===== src/rtl/pic_inta_sequencer.sv =====
// 8259-style interrupt-acknowledge sequencer: INT/INTA handshake, vector drive, ISR and EOI handling.
// Optional automatic EOI is enabled by defining PIC_AEOI_EN.
module pic_inta_sequencer #(
    parameter int INTA_TIMEOUT = 255,
    parameter int SPUR_LEVEL   = 7
) (
    input  logic       clk,
    input  logic       rst_n,
    input  logic       req_valid,
    input  logic [2:0] req_level,
    input  logic       inta_n,
    input  logic [4:0] vec_base,
    input  logic       eoi_strobe,
    input  logic       eoi_spec,
    input  logic [2:0] eoi_level,
    output logic       int_out,
    output logic [7:0] data_out,
    output logic       data_oe,
    output logic [7:0] isr,
    output logic [7:0] irr_clr
);

    localparam int CNT_W = (INTA_TIMEOUT > 0) ? $clog2(INTA_TIMEOUT + 1) : 1;
    localparam logic [CNT_W-1:0] TIMEOUT_VAL = CNT_W'(INTA_TIMEOUT);
    localparam logic [2:0] SPUR_LVL = 3'(SPUR_LEVEL);

`ifdef PIC_AEOI_EN
    localparam bit AEOI = 1'b1;
`else
    localparam bit AEOI = 1'b0;
`endif

    typedef enum logic [2:0] {
        IDLE,
        PEND,
        ACK1,
        WAIT2,
        ACK2
    } state_t;

    state_t           state;
    state_t           state_next;
    logic             inta_prev;
    logic             inta_fall;
    logic             inta_rise;
    logic             int_next;
    logic             oe_next;
    logic [7:0]       data_next;
    logic [2:0]       lvl;
    logic [2:0]       lvl_next;
    logic             lvl_real;
    logic             real_next;
    logic [CNT_W-1:0] cnt;
    logic [CNT_W-1:0] cnt_next;
    logic [7:0]       set_mask;
    logic [7:0]       aeoi_mask;
    logic [7:0]       eoi_mask;
    logic [7:0]       isr_next;

    assign inta_fall = inta_prev & ~inta_n;
    assign inta_rise = ~inta_prev & inta_n;

    always_comb begin
        state_next = state;
        int_next   = int_out;
        oe_next    = data_oe;
        data_next  = data_out;
        lvl_next   = lvl;
        real_next  = lvl_real;
        cnt_next   = cnt;
        set_mask   = 8'h00;
        aeoi_mask  = 8'h00;
        case (state)
            IDLE: begin
                if (req_valid) begin
                    int_next   = 1'b1;
                    state_next = PEND;
                end
            end
            PEND: begin
                // A request that vanished before the first INTA is acknowledged as spurious.
                if (inta_fall) begin
                    state_next = ACK1;
                    real_next  = req_valid;
                    if (req_valid) begin
                        lvl_next = req_level;
                        set_mask = 8'h01 << req_level;
                    end else begin
                        lvl_next = SPUR_LVL;
                    end
                end
            end
            ACK1: begin
                if (inta_rise) begin
                    int_next   = 1'b0;
                    cnt_next   = '0;
                    state_next = WAIT2;
                end
            end
            WAIT2: begin
                if (inta_fall) begin
                    state_next = ACK2;
                    oe_next    = 1'b1;
                    data_next  = {vec_base, lvl};
                end else begin
                    cnt_next = cnt + 1'b1;
                    if (INTA_TIMEOUT != 0 && cnt_next == TIMEOUT_VAL) begin
                        state_next = IDLE;
                    end
                end
            end
            ACK2: begin
                // Spurious acknowledges never set an ISR bit, so automatic EOI must not clear one.
                if (inta_rise) begin
                    state_next = IDLE;
                    oe_next    = 1'b0;
                    data_next  = 8'h00;
                    if (AEOI && lvl_real) begin
                        aeoi_mask = 8'h01 << lvl;
                    end
                end
            end
            default: begin
                state_next = IDLE;
            end
        endcase
    end

    // Clears first, then the new in-service bit, so a same-cycle set wins.
    always_comb begin
        eoi_mask = 8'h00;
        if (eoi_strobe) begin
            if (eoi_spec) begin
                eoi_mask = 8'h01 << eoi_level;
            end else begin
                eoi_mask = isr & (~isr + 8'h01);
            end
        end
        isr_next = (isr & ~(eoi_mask | aeoi_mask)) | set_mask;
    end

    always_ff @(posedge clk) begin
        if (!rst_n) begin
            state     <= IDLE;
            inta_prev <= 1'b1;
            int_out   <= 1'b0;
            data_out  <= 8'h00;
            data_oe   <= 1'b0;
            isr       <= 8'h00;
            irr_clr   <= 8'h00;
            lvl       <= 3'd0;
            lvl_real  <= 1'b0;
            cnt       <= '0;
        end else begin
            state     <= state_next;
            inta_prev <= inta_n;
            int_out   <= int_next;
            data_out  <= data_next;
            data_oe   <= oe_next;
            isr       <= isr_next;
            irr_clr   <= set_mask;
            lvl       <= lvl_next;
            lvl_real  <= real_next;
            cnt       <= cnt_next;
        end
    end

endmodule


===== config.mk =====
export PLATFORM = sky130hd
export DESIGN_NAME = pic_inta_sequencer
export DESIGN_NICKNAME = d
export VERILOG_FILES = /design/src/rtl/pic_inta_sequencer.sv
export SDC_FILE = /design/constraint.sdc
export NUM_CORES = 1
export LEC_CHECK = 0
export CAP_MARGIN = 20
export CELL_PAD_IN_SITES_DETAIL_PLACEMENT = 0
export CELL_PAD_IN_SITES_GLOBAL_PLACEMENT = 1
export CORE_MARGIN = 10
export CORE_UTILIZATION = 34
export CTS_CLUSTER_DIAMETER = 80
export DETAILED_ROUTE_END_ITERATION = 6
export PLACE_DENSITY_LB_ADDON = 0.1
export SETUP_SLACK_MARGIN = 0.5
export SYNTH_ARGS = -nofsm -noshare
export SYNTH_HDL_FRONTEND = slang
export SYNTH_SLANG_ARGS = --single-unit

===== constraint.sdc =====
create_clock -name clk -period 1.75 [get_ports clk]
set_clock_uncertainty 0.2 [all_clocks]
set_input_delay 0.4375 -clock clk [delete_from_list [all_inputs] [get_ports clk]]
set_output_delay 0.4375 -clock clk [all_outputs]
set_load 0.1 [all_outputs]

After elaboration in Yosys (flattened, before gate mapping). Cells that the tools add are included. Widths: inputs -> output; s select.

Register bits: 41. Input port bits: 17. Logic and storage cells: 66.

$add $sub $neg: 2. Equality and inequality tests: 12. Shift-type cells: 2. Multiplexer cells: 23. Bitwise logic cells: 9. Reduce and logical (&&, ||, !) cells: 9.

Operators with widths (count): $mux 8 (8); $pmux 8 s2 (2); $mux 3 (7); $add 8x1->8 const B (2); $and 8x8->8 (2); $not 8->8 (2); $shl 1x3->8 const A (2); $pmux 3 s5 (1); $ne 2x2->1 const B (6); $reduce_and 3->1 (3); $eq 8x8->1 const B (1); $or 8x8->8 (1); $eq 3x2->1 const B (2); $reduce_bool 2->1 (3); $reduce_and 5->1 (1); $pmux 1 s2 (2); $eq 3x1->1 const B (1); $eq 3x3->1 const B (1); $logic_not 3->1 (1); $mux 1 (3); $ne 3x3->1 const B (1); $and 1x1->1 (2); $not 1->1 (2); $reduce_and 2->1 (1).

Logic depth before layout (Yosys ltp).
Word-level depth: 8. Gate-level depth with buffers: 6. Mapped depth without buffers: 5.

Worst setup path before layout. OpenSTA, ideal clock, no wires.

Path type: reg2reg. Start: register isr[2]. End: register isr[6]. Arrival: 1.845 ns. Data required time: 1.433 ns. Slack: -0.413 ns. Stages on the path, launching flop included: 5. Period minus slack after synthesis: 2.163 ns. Cells stage by stage: dfxtp_1 or4_4 nor4_1 o21ai_0 a32o_1.

Cells in the longest elaborated chain, start to end: 8.

Ends and longest elaborated chain: start: declaration (RTL line 19) `output logic [7:0] isr,`; start signal: assignment (RTL line 160) `isr <= isr_next;`; $not 8->8 (RTL line 136) `eoi_mask = isr & (~isr + 8'h01);`; $add 8x1->8 (RTL line 136); $and 8x8->8 (RTL line 136); $mux 8 (RTL line 133) `if (eoi_spec) begin`; $mux 8 (RTL line 132) `if (eoi_strobe) begin`; $not 8->8 (RTL line 139) `isr_next = (isr & ~(eoi_mask | aeoi_mask)) | set_mask;`; $and 8x8->8 (RTL line 139); $or 8x8->8 (RTL line 139).

Every way passes these cells. A chain may end at the register's enable or synchronous reset.

Worst setup path after layout.
Start: register isr[0]. End: register isr[5].

The elaborated chain is that of the path after synthesis.

==> out/metrics.yaml <==
outcome:
  status: "finished with violations"
  violations: "negative setup slack"
detailed_routing:
  viasPerCell: 5.350
  met1_length_mm: 3.042
  routedWlPerCell_um: 16.60
  drc: 0
  drtAntennaViolNets: 0
  highest_layer: "met4"
  dr_wl_met3_um: 389
  first_pass_iters: 4
  dr_total_vias: 2188
  drtIter0Drc: 82
  routed_wl_mm: 6.789
  route.met2.wl_mm: 3.221
yosys:
  syn_nets: 252
  synth.distinct_cells: 56
  synth_area_mm2: 0.002064
  yosysMostFrequentCell: "dfxtp_1"
  netlist_top_cells_area: "dfxtp_1 (40%), nor2b_1 (3.6%), a22oi_1 (3.3%)"
  synth-main-ff-cell: "dfxtp_1"
  synth_warnings: 0
  synth_top_cell_by_area: "dfxtp_1"
  seq_area_frac_synth_pct: 39.76
  synth_edf_count: 0
  synth_commonest_cells: "dfxtp_1 (41), nand2_1 (17), nor2_1 (12), nor2b_1 (12), o21ai_0 (12)"
  avgSynthCellArea_um2: 8.860
  async_reset_ff_share_pct: 0
  synthCells: 233
  synth_top_area_share_pct: 39.76
  synth_seq_cells: 41
placed_design:
  numPortBuffers: 42
  gp_congestion: 0.7886
  dp_cells: 368
  dpl.hpwl_mm: 4.272
setup_path:
  path_class: "reg -> reg"
  worstPathCellList: "or4_4 -> o32ai_2 -> nand2_1 -> a32o_1"
  cp-startpoint: "isr[0]"
  ff2ff_path_depth: 4
  path_max_fanout: 4
  end_kind: "flop"
  worst_ep_required_time_ps: 1740
  worstSetupStartpointType: "flop"
  cp_num_buf_inv: 0
  reg2reg_to: "isr[5]"
  r2r-start: "isr[0]"
  crit_slowest_cell: "or4_4"
  r2r_slack_ps: -20
  cpLargestDelayFamily: "simple AND/OR/NAND/NOR gates"
  arrival_ps: 1760
  cpPeakStageDelay_ps: 560
power:
  p_leak_uw: 0.001499
  switching_share_pct: 28.76
  p_clk_share_pct: 31.4
  p_seq_share_pct: 48.0
  power-per-cell-area_mw_per_mm2: 495.0
  p_comb_share_pct: 20.6
  netSwitchingPower_uw: 553.8
  ir_drop_uv: 317.1
  p_int_uw: 1372
  power.total_uw: 1926
min_path:
  hp-class: "reg -> reg"
  hold_end: "cnt[5]"
  holdPathStages: 1
  worstHoldStart: "cnt[5]"
layout:
  drive_gt1_share_pct: 58.38
  diodes: 0
  final_cell_count_no_fill: 409
  nNetsFinal: 352
  fin_util_pct: 65.70
  syn2layout_area_growth_pct: 88.42
grt:
  antenna_found_initial: 0
  grt-ovfl-total: 0
  grt_max_degree: 26
  grt_pass1_vias: 2147
  grt_pass1_wl_mm: 10.98
  grt_use_total_pct: 13.49
die:
  ioPinCount: 43
  dieWidth_um: 97.93
  die_h_um: 97.93
  row_count: 28
  dieArea_mm2: 0.009589
  initial_core_util_pct: 34.87
  design.core.area_mm2: 0.005921
sta:
  layout_min_cycle_time_ps: 1768
  rsz0062_at_grt: "true"
  setup_viol: 2
  tightest_slew_ps: 439.2
  setup_slack_ps: -18.23
  hold_ws_ps: 288.8
  fmax_ghz: 0.5655
  post-route-period-util_pct: 101.0
  slew_headroom_pct: 70.54
  hold_violations: 0
  report.final.slew_viol_count: 0
cts:
  clk_path_buf_depth: 2
  cts_tree: "yes"
  numCtsBuffers: 5
  clk_pin_slew_ps: 80
  cts_sinks: 41
  htree_levels: 2
  cts-root-buf: "clkbuf_8"
  clk_latency_ps: 300
run:
  cap_violations: 0
==> repair_timing <==
action	in CTS	in global routing
endpoints found under the hold margin	0	0
hold buffers	0	0
setup buffers	22	10
setup endpoints to repair	67	66
pin swaps	38	31
gates resized for setup	76	29
gates cloned	1	0
==> through the flow <==
| step | worst slack (ps) | TNS, ps | area, um^2 |
|---|---|---|---|
| finish | -18.23 | -25.75 | 3890 |
| global route | -95.27 | -322.0 | 3890 |
| CTS | -13.30 | -13.30 | 3671 |
| detailed placement | -566.4 | -14900 | 3201 |
| global placement | -540.9 | -15070 | 3201 |
| floorplan | -80.43 | -171.7 | 2291 |
==> flip-flops by register name, indices dropped and copies added (netlist names) <==
signal	cells
data_oe	1
lvl	3
inta_prev	1
data_out	8
state	3
int_out	1
isr	8
irr_clr	8
cnt	8
==> final cells by class <==
class | count | area, um^2
Inverter | 5 | 18.77
Clock buffer | 5 | 68.82
Clock inverter | 3 | 12.51
Sequential cell | 41 | 947.2
Tap cell | 75 | 93.84
Multi-Input combinational cell | 172 | 1513
Timing Repair Buffer | 108 | 1236
Fill cell | 425 | 2031
==> power by group through the flow <==
stage | logic, uW | registers [uW] | clock network [uW]
final | 397 | 925 | 604
after global routing | 423 | 927 | 658
after detailed placement | 294 | 954 | 0
after floorplan | 144 | 980 | 0
after CTS | 362 | 923 | 628
after global placement | 293 | 955 | 0
==> routing by layer <==
layer  track usage [%]  vias to the layer above
met1             16.38                     1043
met2             21.88                       55
met3             3.946                       15
li1                  -                     1075
met4             5.145                        0
met5                 0                        -
==> worst max-delay path by stage <==
stage | end | slack [ps] | depth (start not counted)
final | isr[5] | -20 | 4
after CTS | isr[5] | -10 | 4
after global routing | isr[5] | -100 | 4
after floorplan | isr[5] | -80 | 4
after detailed placement | isr[6] | -570 | 5
after global placement | isr[6] | -540 | 5
==> cells by family (layout without fill, tap and decap cells) <==
family	after synthesis	after routing	share of synthesized area [%]
compound gates	66	66	23.58
fa+ha+maj	2	2	1.212
flops	41	41	39.76
simple gates	102	103	30.49
xor+xnor	1	1	0.4243
buf+inv	21	121	4.545
==> layout by cell type, fill, tap and decap left out, types with 4 or more instances in the layout <==
cell type,netlist,final
a21oi_1,7,4
a22oi_1,9,5
a22oi_2,0,4
a32o_1,4,4
and3_1,7,6
buf_12,0,27
buf_4,0,48
buf_6,1,17
clkbuf_8,0,5
clkdlybuf4s50_1,0,6
dfxtp_1,41,4
dfxtp_2,0,5
dfxtp_4,0,32
dlygate4sd2_1,0,9
inv_1,5,5
nand2_1,17,15
nand2b_1,5,4
nand3_1,6,4
nand3b_1,5,5
nor2_1,12,7
nor2_4,0,6
nor2b_1,12,11
nor3_4,1,6
o21ai_0,12,4
o21ai_1,0,6
No activity file was read; power rests on OpenSTA's default activity.
